### config.mk
export PLATFORM = sky130hd
export DESIGN_NAME = fwd_scoreboard_flat
export DESIGN_NICKNAME = d
export VERILOG_FILES = /design/src/rtl/fwd_scoreboard_if.sv /design/src/rtl/fwd_scoreboard.sv /design/src/flat_wrapper.sv
export SDC_FILE = /design/constraint.sdc
export NUM_CORES = 1
export LEC_CHECK = 0
export ABC_AREA = 0
export CAP_MARGIN = 20
export CORE_AREA = 2 2 147 164
export DETAILED_ROUTE_END_ITERATION = 10
export DIE_AREA = 0 0 149 166
export GPL_TIMING_DRIVEN = 0
export PLACE_DENSITY = 0.72
export SETUP_SLACK_MARGIN = 0.3
export SLEW_MARGIN = 25
export SYNTH_ARGS = -nofsm -noshare
export SYNTH_HDL_FRONTEND = slang
export SYNTH_SLANG_ARGS = --single-unit
### constraint.sdc
create_clock -name clk -period 5.16 [get_ports clk]
set_input_delay 0.516 -clock clk [delete_from_list [all_inputs] [get_ports clk]]
set_output_delay 0.516 -clock clk [all_outputs]
set_load 0.02 [all_outputs]
### src/rtl/fwd_scoreboard_if.sv
// Bundle of issue, load-response, operand-forwarding and writeback signals for fwd_scoreboard.
// The master modport belongs to the decode/issue side. The slave modport belongs to the scoreboard.
interface fwd_scoreboard_if #(
   parameter int NUM_SRC = 2,
   parameter int DEPTH   = 3,
   parameter int XLEN    = 32,
   parameter int SW      = $clog2(DEPTH)
);
   // Handshake semantics:
   // - advance qualifies the ins_* fields, which are sampled only when advance is high.
   // - ld_resp_valid is a one-cycle valid with no ready; the scoreboard always accepts it.
   // - Every output is combinational on the current state, except stall_count and err_flags, which are registered.
   logic                    advance;
   logic                    ins_valid;
   logic                    ins_we;
   logic                    ins_is_load;
   logic [4:0]              ins_rd;
   logic [XLEN-1:0]         ins_data;
   logic                    ld_resp_valid;
   logic [XLEN-1:0]         ld_resp_data;
   logic [NUM_SRC*5-1:0]    src_rs;
   logic [NUM_SRC-1:0]      fwd_hit;
   logic [NUM_SRC*XLEN-1:0] fwd_data;
   logic [NUM_SRC*SW-1:0]   fwd_stage;
   logic                    hazard_stall;
   logic                    ld_pending;
   logic                    retire_block;
   logic                    rf_we;
   logic [4:0]              rf_rd;
   logic [XLEN-1:0]         rf_wdata;
   logic [31:0]             stall_count;
   logic [1:0]              err_flags;

   modport master (
      output advance, ins_valid, ins_we, ins_is_load, ins_rd, ins_data,
             ld_resp_valid, ld_resp_data, src_rs,
      input  fwd_hit, fwd_data, fwd_stage, hazard_stall, ld_pending, retire_block,
             rf_we, rf_rd, rf_wdata, stall_count, err_flags
   );

   modport slave (
      input  advance, ins_valid, ins_we, ins_is_load, ins_rd, ins_data,
             ld_resp_valid, ld_resp_data, src_rs,
      output fwd_hit, fwd_data, fwd_stage, hazard_stall, ld_pending, retire_block,
             rf_we, rf_rd, rf_wdata, stall_count, err_flags
   );
endinterface

### src/rtl/fwd_scoreboard.sv
// Shifting in-flight writer scoreboard: youngest-match operand bypass, load-use stall detection,
// and register-file writeback from the oldest entry.
module fwd_scoreboard #(
   parameter int NUM_SRC = 2,
   parameter int DEPTH   = 3,
   parameter int XLEN    = 32,
   parameter int SW      = $clog2(DEPTH)
) (
   input logic          clk,
   input logic          rst_n,
   fwd_scoreboard_if.slave bus
);
   typedef struct packed {
      logic            valid;
      logic            we;
      logic            is_load;
      logic            dv;
      logic [4:0]      rd;
      logic [XLEN-1:0] data;
   } entry_t;

   entry_t             ent     [DEPTH];
   entry_t             ent_upd [DEPTH];
   entry_t             ent_nxt [DEPTH];
   logic [DEPTH-1:0]   pend;
   logic               pending_any;
   logic               resp_hit;
   logic [NUM_SRC-1:0] hit;
   logic [NUM_SRC*XLEN-1:0] fdata;
   logic [NUM_SRC*SW-1:0]   fstage;
   logic               stall_any;
   logic [4:0]         rs_v;
   logic               found;
   logic [SW-1:0]      win_idx;
   logic               win_dv;
   logic               win_pend;
   logic [XLEN-1:0]    win_data;
   logic               last_byp;
   logic               last_ready;
   logic [31:0]        stall_cnt;
   logic [1:0]         err_q;

   always_comb begin
      for (int k = 0; k < DEPTH; k++) begin
         pend[k] = ent[k].valid & ent[k].is_load & ~ent[k].dv;
      end
   end

   assign pending_any = |pend;
   assign resp_hit    = bus.ld_resp_valid & pending_any;

   // Apply the load response before the shift so it lands at the entry's post-shift position.
   always_comb begin
      for (int k = 0; k < DEPTH; k++) begin
         ent_upd[k] = ent[k];
         if (resp_hit && pend[k]) begin
            ent_upd[k].dv   = 1'b1;
            ent_upd[k].data = bus.ld_resp_data;
         end
      end
      for (int k = 0; k < DEPTH; k++) begin
         ent_nxt[k] = ent_upd[k];
      end
      if (bus.advance) begin
         for (int k = 1; k < DEPTH; k++) begin
            ent_nxt[k] = ent_upd[k-1];
         end
         ent_nxt[0].valid   = bus.ins_valid;
         ent_nxt[0].we      = bus.ins_we;
         ent_nxt[0].is_load = bus.ins_is_load;
         ent_nxt[0].dv      = ~bus.ins_is_load;
         ent_nxt[0].rd      = bus.ins_rd;
         ent_nxt[0].data    = bus.ins_data;
      end
   end

   always_ff @(posedge clk or negedge rst_n) begin
      if (!rst_n) begin
         for (int k = 0; k < DEPTH; k++) begin
            ent[k] <= '0;
         end
      end else begin
         for (int k = 0; k < DEPTH; k++) begin
            ent[k] <= ent_nxt[k];
         end
      end
   end

   // Walk from oldest to youngest so the lowest matching index is the last one to be written.
   always_comb begin
      hit       = '0;
      fdata     = '0;
      fstage    = '0;
      stall_any = 1'b0;
      rs_v      = '0;
      found     = 1'b0;
      win_idx   = '0;
      win_dv    = 1'b0;
      win_pend  = 1'b0;
      win_data  = '0;
      for (int i = 0; i < NUM_SRC; i++) begin
         rs_v     = bus.src_rs[5*i +: 5];
         found    = 1'b0;
         win_idx  = '0;
         win_dv   = 1'b0;
         win_pend = 1'b0;
         win_data = '0;
         for (int k = DEPTH-1; k >= 0; k--) begin
            if (ent[k].valid && ent[k].we && ent[k].rd == rs_v && rs_v != 5'd0) begin
               found    = 1'b1;
               win_idx  = SW'(k);
               win_dv   = ent[k].dv;
               win_pend = pend[k];
               win_data = ent[k].data;
            end
         end
         if (found) begin
            fstage[SW*i +: SW] = win_idx;
            if (win_dv) begin
               hit[i]                 = 1'b1;
               fdata[XLEN*i +: XLEN]  = win_data;
            end else if (win_pend && bus.ld_resp_valid) begin
               hit[i]                 = 1'b1;
               fdata[XLEN*i +: XLEN]  = bus.ld_resp_data;
            end else begin
               stall_any = 1'b1;
            end
         end
      end
   end

   assign last_byp   = pend[DEPTH-1] & bus.ld_resp_valid;
   assign last_ready = ent[DEPTH-1].dv | last_byp;

   always_ff @(posedge clk or negedge rst_n) begin
      if (!rst_n) begin
         stall_cnt <= '0;
         err_q     <= '0;
      end else begin
         if (stall_any && stall_cnt != 32'hFFFF_FFFF) begin
            stall_cnt <= stall_cnt + 32'd1;
         end
         err_q <= err_q | {bus.advance & bus.ins_valid & bus.ins_is_load & pending_any & ~bus.ld_resp_valid,
                           bus.ld_resp_valid & ~pending_any};
      end
   end

   assign bus.fwd_hit      = hit;
   assign bus.fwd_data     = fdata;
   assign bus.fwd_stage    = fstage;
   assign bus.hazard_stall = stall_any;
   assign bus.ld_pending   = pending_any;
   assign bus.retire_block = ent[DEPTH-1].valid & ~last_ready;
   assign bus.rf_we        = bus.advance & ent[DEPTH-1].valid & ent[DEPTH-1].we & last_ready &
                             (ent[DEPTH-1].rd != 5'd0);
   assign bus.rf_rd        = ent[DEPTH-1].valid ? ent[DEPTH-1].rd : 5'd0;
   assign bus.rf_wdata     = !ent[DEPTH-1].valid ? '0 :
                             ent[DEPTH-1].dv ? ent[DEPTH-1].data :
                             last_byp ? bus.ld_resp_data : '0;
   assign bus.stall_count  = stall_cnt;
   assign bus.err_flags    = err_q;
endmodule

### src/flat_wrapper.sv
// flat-port wrapper written by rule: the top's interface ports become plain ports
module fwd_scoreboard_flat 
#(
   parameter int NUM_SRC = 2,
   parameter int DEPTH   = 3,
   parameter int XLEN    = 32,
   parameter int SW      = $clog2(DEPTH)
)
  (clk, rst_n, bus_advance, bus_ins_valid, bus_ins_we, bus_ins_is_load, bus_ins_rd, bus_ins_data, bus_ld_resp_valid, bus_ld_resp_data, bus_src_rs, bus_fwd_hit, bus_fwd_data, bus_fwd_stage, bus_hazard_stall, bus_ld_pending, bus_retire_block, bus_rf_we, bus_rf_rd, bus_rf_wdata, bus_stall_count, bus_err_flags);
  fwd_scoreboard_if #(.NUM_SRC(NUM_SRC), .DEPTH(DEPTH), .XLEN(XLEN), .SW(SW)) bus_i ();
  input logic clk;
  input logic rst_n;
  input wire logic [$bits(bus_i.advance)-1:0] bus_advance;
  input wire logic [$bits(bus_i.ins_valid)-1:0] bus_ins_valid;
  input wire logic [$bits(bus_i.ins_we)-1:0] bus_ins_we;
  input wire logic [$bits(bus_i.ins_is_load)-1:0] bus_ins_is_load;
  input wire logic [$bits(bus_i.ins_rd)-1:0] bus_ins_rd;
  input wire logic [$bits(bus_i.ins_data)-1:0] bus_ins_data;
  input wire logic [$bits(bus_i.ld_resp_valid)-1:0] bus_ld_resp_valid;
  input wire logic [$bits(bus_i.ld_resp_data)-1:0] bus_ld_resp_data;
  input wire logic [$bits(bus_i.src_rs)-1:0] bus_src_rs;
  output wire logic [$bits(bus_i.fwd_hit)-1:0] bus_fwd_hit;
  output wire logic [$bits(bus_i.fwd_data)-1:0] bus_fwd_data;
  output wire logic [$bits(bus_i.fwd_stage)-1:0] bus_fwd_stage;
  output wire logic [$bits(bus_i.hazard_stall)-1:0] bus_hazard_stall;
  output wire logic [$bits(bus_i.ld_pending)-1:0] bus_ld_pending;
  output wire logic [$bits(bus_i.retire_block)-1:0] bus_retire_block;
  output wire logic [$bits(bus_i.rf_we)-1:0] bus_rf_we;
  output wire logic [$bits(bus_i.rf_rd)-1:0] bus_rf_rd;
  output wire logic [$bits(bus_i.rf_wdata)-1:0] bus_rf_wdata;
  output wire logic [$bits(bus_i.stall_count)-1:0] bus_stall_count;
  output wire logic [$bits(bus_i.err_flags)-1:0] bus_err_flags;
  assign bus_i.advance = bus_advance;
  assign bus_i.ins_valid = bus_ins_valid;
  assign bus_i.ins_we = bus_ins_we;
  assign bus_i.ins_is_load = bus_ins_is_load;
  assign bus_i.ins_rd = bus_ins_rd;
  assign bus_i.ins_data = bus_ins_data;
  assign bus_i.ld_resp_valid = bus_ld_resp_valid;
  assign bus_i.ld_resp_data = bus_ld_resp_data;
  assign bus_i.src_rs = bus_src_rs;
  assign bus_fwd_hit = bus_i.fwd_hit;
  assign bus_fwd_data = bus_i.fwd_data;
  assign bus_fwd_stage = bus_i.fwd_stage;
  assign bus_hazard_stall = bus_i.hazard_stall;
  assign bus_ld_pending = bus_i.ld_pending;
  assign bus_retire_block = bus_i.retire_block;
  assign bus_rf_we = bus_i.rf_we;
  assign bus_rf_rd = bus_i.rf_rd;
  assign bus_rf_wdata = bus_i.rf_wdata;
  assign bus_stall_count = bus_i.stall_count;
  assign bus_err_flags = bus_i.err_flags;
  fwd_scoreboard #(.NUM_SRC(NUM_SRC), .DEPTH(DEPTH), .XLEN(XLEN), .SW(SW)) u_core (.clk(clk), .rst_n(rst_n), .bus(bus_i));
endmodule
# Word level (Yosys, flattened, before mapping)
# Cells that the tools add are included.
# word_totals
memories	0
elab_cells	142
latchBits	0
romBits	0
in_bits	86
mem_bits_rw	0
out_inout_bits	145
ff_bits	157
# op_classes
eq_ne	7
bitwise	27
shifts	0
add_sub_neg	1
div	0
reduce_logical	26
magnitude_cmp	0
n_mux	61
mul	0
# op_table
operator	n
$mux W32	18
$mux W120	1
$mux W1	33
$add A32 B1 Y32 const B	1
$ne A32 B32 Y1 const B	1
$eq A5 B5 Y1	6
$logic_and A1 B1 Y1	21
$and A1 B1 Y1	18
$mux W2	8
$reduce_bool A5 Y1	3
$not A1 Y1	7
$mux W5	1
$reduce_or A3 Y1	1
$or A2 B2 Y2	1
$reduce_bool A2 Y1	1
$or A1 B1 Y1	1

# Logic depth before layout (Yosys ltp)
# Gate-level depths: netlist of run 1.
# depth
word_depth	14
depth_mapped	11
ltp_nobuf	8

# Least setup slack after synthesis of run 1
# Ideal clock, no wire load.
# synth_path
kind	input to output
from	in bus_src_rs[1]
to	out bus_fwd_data[29]
arrival_time_ps	2728
cell_stages	7
setup_slack_ps	1916
t_required_ps	4644
path_buffers	1
cell_sequence	or4_1 o211ai_2 nor3_1 nor4_1 o31ai_4 clkbuf_1 o31ai_1
# synth_between
elab_chain_cells	10
# synth_rtl
item	line_no	source
from (decl)	flat_wrapper.sv:21	input wire logic [$bits(bus_i.src_rs)-1:0] bus_src_rs;
$eq A5 B5 Y1	fwd_scoreboard.sv:109	if (ent[k].valid && ent[k].we && ent[k].rd == rs_v && rs_v != 5'd0) begin
$logic_and A1 B1 Y1 (2 in a row)	fwd_scoreboard.sv:109	
$mux W1 (3 in a row)	fwd_scoreboard.sv:109	
$logic_and A1 B1 Y1	fwd_scoreboard.sv:122	end else if (win_pend && bus.ld_resp_valid) begin
$mux W32	fwd_scoreboard.sv:122	
$mux W32	fwd_scoreboard.sv:119	if (win_dv) begin
$mux W32 *	fwd_scoreboard.sv:117	if (found) begin
to (decl)	flat_wrapper.sv:23	output wire logic [$bits(bus_i.fwd_data)-1:0] bus_fwd_data;
# Mark *: on every way between the ends. The rest lies on a longest branch, timed or not.

# Final worst setup path of run 1
# layout_path
from	in bus_src_rs[1]
to	out bus_fwd_data[30]
# Same word-level chain as after synthesis.

==> results of run 1 <==
[power breakdown]
part,total (mW),switching (mW),internal (mW)
Sequential,1.61,0.208,1.40
Clock,1.28,0.580,0.695
Combinational,1.11,0.602,0.506
[worst reg2reg max path, delay by kind of cell (launching register included)]
| family | cells | cell delay [ps] |
|---|---|---|
| buffers and inverters | 2 | 680 |
| DFF | 1 | 450 |
| and+or+nand+nor | 6 | 1800 |
| xor gates and xnor gates | 1 | 170 |
[cell type report]
| class | instances | share of cell area |
|---|---|---|
| Clock inverter | 14 | 0.0109 |
| Tap cell | 305 | 0.0280 |
| Buffer | 101 | 0.0312 |
| Sequential cell | 157 | 0.288 |
| Antenna cell | 1 | 0.000184 |
| Inverter | 8 | 0.00220 |
| Clock buffer | 18 | 0.0322 |
| Timing Repair Buffer | 233 | 0.174 |
| Multi-Input combinational cell | 954 | 0.433 |
[routing by layer]
layer | vias to the layer above | track usage
li1 | 4869 | -
met1 | 5139 | 0.385
met2 | 664 | 0.486
met3 | 122 | 0.0799
met4 | 0 | 0.148
met5 | - | 0
[registers in the layout (all words and copies together), names as in the netlist]
signal,cells
u_core.bus.err_flags,2
u_core.bus.stall_count,32
u_core.ent,123
[worst max-delay path by stage]
stage                       start                    endpoint  slack (ps)  depth (start not counted)
floorplan           bus_src_rs[1]            bus_fwd_data[29]        1920                          7
global placement            rst_n  u_core.bus.stall_count[22]       -3160                          1
detailed placement  bus_src_rs[2]            bus_fwd_data[30]         270                          9
CTS                 bus_src_rs[1]            bus_fwd_data[29]         280                          9
global route        bus_src_rs[1]            bus_fwd_data[30]         280                         12
finish              bus_src_rs[1]            bus_fwd_data[30]         350                         12
[metrics by stage]
step	worst slack, ps	TNS [ps]	power, mW
final	350	0	3.99
after global routing	280	0	4.15
after CTS	284	0	3.98
after detailed placement	270	0	2.71
after global placement	-3160	-492800	2.68
after floorplan	1920	0	2.18
[what timing repair did]
item	4_1_cts	5_1_grt
gates resized for setup	4	23
endpoints found under the setup margin	4	62
hold endpoints to repair	37	0
pin swaps	0	1
buffers inserted	0	2
hold buffers	1	0
[cells by family (layout without fill, tap and decap cells)]
kind of cell    after synthesis  count (layout)  synth area share
other cells                   0               1                 0
compound gates              310             310             0.200
simple gates                495             495             0.233
mux                          90              90            0.0909
xor+xnor                     58              58            0.0496
buf+inv                     109             374            0.0427
flops                       157             157             0.383
fa+ha+maj                     1               1           0.00122
[synthesized netlist by cell type (6+ instances only)]
cell type and n:
a211oi_1 32, a21oi_1 35, a221oi_1 6, a22oi_1 88, and2_1 9, buf_2 11, clkbuf_1 85, dfrtp_1 157
inv_1 7, mux2_2 23, mux2i_1 66, nand2_1 115, nand3_1 15, nor2_1 201, nor2b_1 40, nor3_1 53
nor4_2 14, o21ai_0 94, o22ai_1 31, xnor2_1 23, xor2_1 35
==> results.toml, run 1 <==
[yosys]
synth.area.top_cells = "dfrtp_1 38%, nor2_1 7.4%, a22oi_1 6.4%, mux2i_1 6.4%, o21ai_0 4.6%"
ys_ff_latch = 157
netlist.area_leader.share = 0.383
synth_edf_count = 0
ys_types = 58
avgSynthCellArea_sq_um = 8.40
ys_warn_count = 0
synthCells = 1220
seq_area_frac_synth = 0.383
synth_top_area_cell = "dfrtp_1"
async_flop_share = 1.00
netlist_area_sq_um = 10200
synthesis.nets = 1307
ys.flop_type = "dfrtp_1"

[floorplan]
dieArea_sq_um = 24700
rows = 59
pin_count = 231
core_area_sq_um = 23200
start_util = 0.442
die_width_um = 149
die_h_um = 166

[sta]
finalSetupViolCount = 0
max_freq_mhz = 208
finalHoldViolCount = 0
slew-limit-headroom = 0.383
period_share = 0.932
skew_ps = 18.5
worst_pin_slew_ps = 923
whs_ps = 484
fin_crit_ps = 4810
rsz0062_at_grt = "yes"
maxSlewViolCount = 0

[drt]
top_layer = "met4"
wl_mm = 38.1
route.vias.total = 10794
met3_length_mm = 3.92
ant_nets = 0
drt-wirelength-per-cell_um = 21.3
drt-vias-per-instance = 6.03
wl_met2_mm = 17.9
wl_met1_mm = 14.7
drc = 0
drt_pass1_iterations = 7
drt_iter0_drc = 1050

[setup_path]
cp.required_ps = 4640
start_kind = "input port"
reg2reg_depth = 9
max_stage_delay_ps = 700
ff2ff_setup_slack_ps = 1930
crit_family = "buffers and inverters"
r2r_start = "u_core.bus.stall_count[3]"
setup.worst_path.end_class = "output port"
cp_slowest_cell = "clkdlybuf4s50_1"
cp.arrival_ps = 4290
worst-path-buf-inv = 4
crit_path_max_fanout = 10
crit_chain = "clkdlybuf4s50_1 > or4_1 > o211ai_2 > nor3_2 > clkbuf_1 > nor2_1 > clkbuf_2 > a22oi_1 > nor2_1 > a21oi_1 > o21ai_0 > clkdlybuf4s50_1"
r2r_end = "u_core.bus.stall_count[30]"
path_class = "input port to output port"

[clocking]
clk_latency_ps = 450
clockBufferDepth = 2
cts_tree = "built"
clock-sinks = 157
cts_buffers = 17
ctsRootBufferMaster = "clkbuf_16"
htree_levels = 4
cts.clk_slew.worst_paths_ps = 60

[pwr]
vdd.ir_drop.worst_mv = 0.266
power.leakage_nw = 5.10
powerDensity_nw_per_um2 = 293

[placed_design]
hpwl_mm = 27.2
dp.cells = 1755
placed_cell_area_sq_um = 13000
gp_congestion = 0.929
port_buffers = 228

[layout]
layout-drive-gt1-share = 0.0808
area_growth_pct = 33.0
multi_input_comb_area_sq_um = 5900
seqCellArea_sq_um = 3930
fillers = 2107
mostFrequentLayoutCell = "clkdlybuf4s50_1"
fin_nets = 1559
fin_cells = 1791
fin_util = 0.588
final_cell_mix = "227 x clkdlybuf4s50_1, 201 x nor2_1, 157 x dfrtp_1"
final_area_sq_um = 13600

[grt]
grt_max_degree = 69
grt_first_pass_wirelength_mm = 59.5
gr-total-overflow = 0
grt_use_total = 0.305
antenna_found_initial = 1
first_global_vias = 10751

[worst_hold_path]
hold_depth = 1
hold_path_class = "register to register"
hold_start = "u_core.bus.err_flags[1]"
whs_endpoint = "u_core.bus.err_flags[1]"

[outcome]
status = "finished clean"

[job]
maxCapViolations = 0
No activity file was read; power rests on OpenSTA's default activity.
==> run 2: changes to the inputs <==
CORE_AREA = 10 10 155 172   (was 2 2 147 164)
DIE_AREA = 0 0 165 182   (was 0 0 149 166)
PLACE_DENSITY = 0.73   (was 0.72)
SKIP_CTS_REPAIR_TIMING = 1   (was default)
==> results.toml, run 2 (synthesized netlist as in run 1, its figures left out) <==
[layout]
layout-drive-gt1-share = 0.0788
largest-register = "u_core.ent"
fin_nets = 1559
final_area_sq_um = 13700
largest_register_ffs = 123
area_growth_pct = 33.3
final_cell_mix = "227 x clkdlybuf4s50_1, 199 x nor2_1, 157 x dfrtp_1"
mostFrequentLayoutCell = "clkdlybuf4s50_1"

[sta]
maxSlewViolCount = 0
max_freq_mhz = 209
worst_pin_slew_ps = 894
rsz0062_at_grt = "yes"
finalWorstSetupSlack_ps = 371
fin_crit_ps = 4790
period_share = 0.928
slew-limit-headroom = 0.402
finalSetupViolCount = 0
skew_ps = 15.1
finalHoldViolCount = 0

[setup_path]
cp.arrival_ps = 4270
reg2reg_depth = 10
cp.required_ps = 4640
cp_slowest_cell = "clkdlybuf4s50_1"
setup.worst_path.end_class = "output port"
crit_path_max_fanout = 10
crit_start = "bus_src_rs[6]"
max_stage_delay_ps = 670
path_class = "input port to output port"
crit_chain = "clkdlybuf4s50_1 > or4_1 > o211ai_2 > o211ai_1 > a31oi_2 > nor2b_1 > clkbuf_1 > buf_2 > nor2_1 > clkdlybuf4s50_1"
ff2ff_setup_slack_ps = 1840
cp_common_cell = "clkdlybuf4s50_1"
start_kind = "input port"
setup.worst_path.end = "bus_fwd_data[62]"
r2r_start = "u_core.ent[37]"
r2r_end = "u_core.bus.stall_count[30]"

[drt]
wl_mm = 39.6
drt_pass1_iterations = 6
route.vias.total = 10884
drt_iter0_drc = 1131
drt-vias-per-instance = 6.08
drt-wirelength-per-cell_um = 22.1
ant_nets = 0
drc = 0

[pwr]
clkPwrFrac = 0.332
totalPowerFinal_mw = 4.07
combPwrFrac = 0.273
powerDensity_nw_per_um2 = 298
vdd.ir_drop.worst_mv = 0.239
seqPwrFrac = 0.395
power.leakage_nw = 5.09
switchingPower_mw = 1.36
switching_share = 0.333
p_int_mw = 2.71

[grt]
antenna_found_initial = 2
grt_first_pass_wirelength_mm = 61.1
use_met1 = 0.307
grt_use_total = 0.255
grt.met3_usage = 0.0778
gr-total-overflow = 0
grt_max_degree = 67
use_met2 = 0.405
grt-busiest-layer = "met2"
first_global_vias = 10890

[clocking]
htree_levels = 4
clock-sinks = 157
clk_latency_ps = 440
cts_tree = "built"
clockBufferDepth = 2
cts_buffers = 17
cts.clk_slew.worst_paths_ps = 60
ctsRootBufferMaster = "clkbuf_16"

[floorplan]
start_util = 0.442
die_h_um = 182
pin_count = 231
die_width_um = 165
core_area_sq_um = 23200
rows = 59
dieArea_sq_um = 30000

[outcome]
status = "finished clean"

[placed_design]
placed_cell_area_sq_um = 13000
hpwl_mm = 28.9
gp_congestion = 0.939
port_buffers = 228
pre_cts_ws_ps = 280

[job]
maxCapViolations = 0

[worst_hold_path]
hold_path_class = "register to register"
## run 2: cell type report
| type | count | area [sq um] |
|---|---|---|
| repair buffers | 233 | 2370 |
| clock buffers | 18 | 429 |
| fillers | 2115 | 9520 |
| clock inverters | 13 | 191 |
| well taps | 305 | 382 |
| multi-input cells | 954 | 5900 |
| diodes | 2 | 5.00 |
| inverters | 8 | 30.0 |
| flip-flops and latches | 157 | 3930 |
| plain buffers | 101 | 423 |
## run 2: critical path, delay by kind of cell
family | cells | cell delay [ps]
AND/OR/NAND/NOR | 3 | 1020
AO/OA/AOI/OAI | 3 | 1050
buffers and inverters | 4 | 1700
## run 2: layer usage
layer	up-vias	wire [um]	share of wire
met4	0	1490	0.038
met3	115	4500	0.11
met5	-	0	0
met2	687	18700	0.47
met1	5218	15000	0.38
li1	4864	-	-
## run 2: power groups by stage
stage / Sequential, mW / Clock [mW] / Combinational, mW
after global placement: 1.61 / 0 / 1.08
after detailed placement: 1.62 / 0 / 1.10
after floorplan: 1.59 / 0 / 0.589
after global routing: 1.63 / 1.41 / 1.19
after CTS: 1.60 / 1.36 / 1.10
final: 1.61 / 1.35 / 1.11
## run 2: worst min path at each step
stage          depth (start not counted)  slack (ps)                    start                       to
6_report                               1         480  u_core.bus.err_flags[1]  u_core.bus.err_flags[1]
5_1_grt                                1         490  u_core.bus.err_flags[1]  u_core.bus.err_flags[1]
4_1_cts                                1         -70                    rst_n           u_core.ent[88]
3_5_place_dp                           1         400                    rst_n           u_core.ent[88]
3_3_place_gp                           1         450  u_core.bus.err_flags[1]  u_core.bus.err_flags[1]
2_1_floorplan                          0         220                    rst_n  u_core.bus.err_flags[0]
## run 2: per-stage QoR
step | TNS, ps | cells | utilization | hold WS [ps]
6_report | 0 | 1791 | 0.589 | 477
5_1_grt | 0 | 1791 | 0.589 | 495
4_1_cts | 0 | 1786 | 0.586 | -65.4
3_5_place_dp | 0 | 1755 | 0.560 | 397
3_3_place_gp | -495640 | 1753 | 0.557 | 453
2_1_floorplan | 0 | 1220 | - | 220
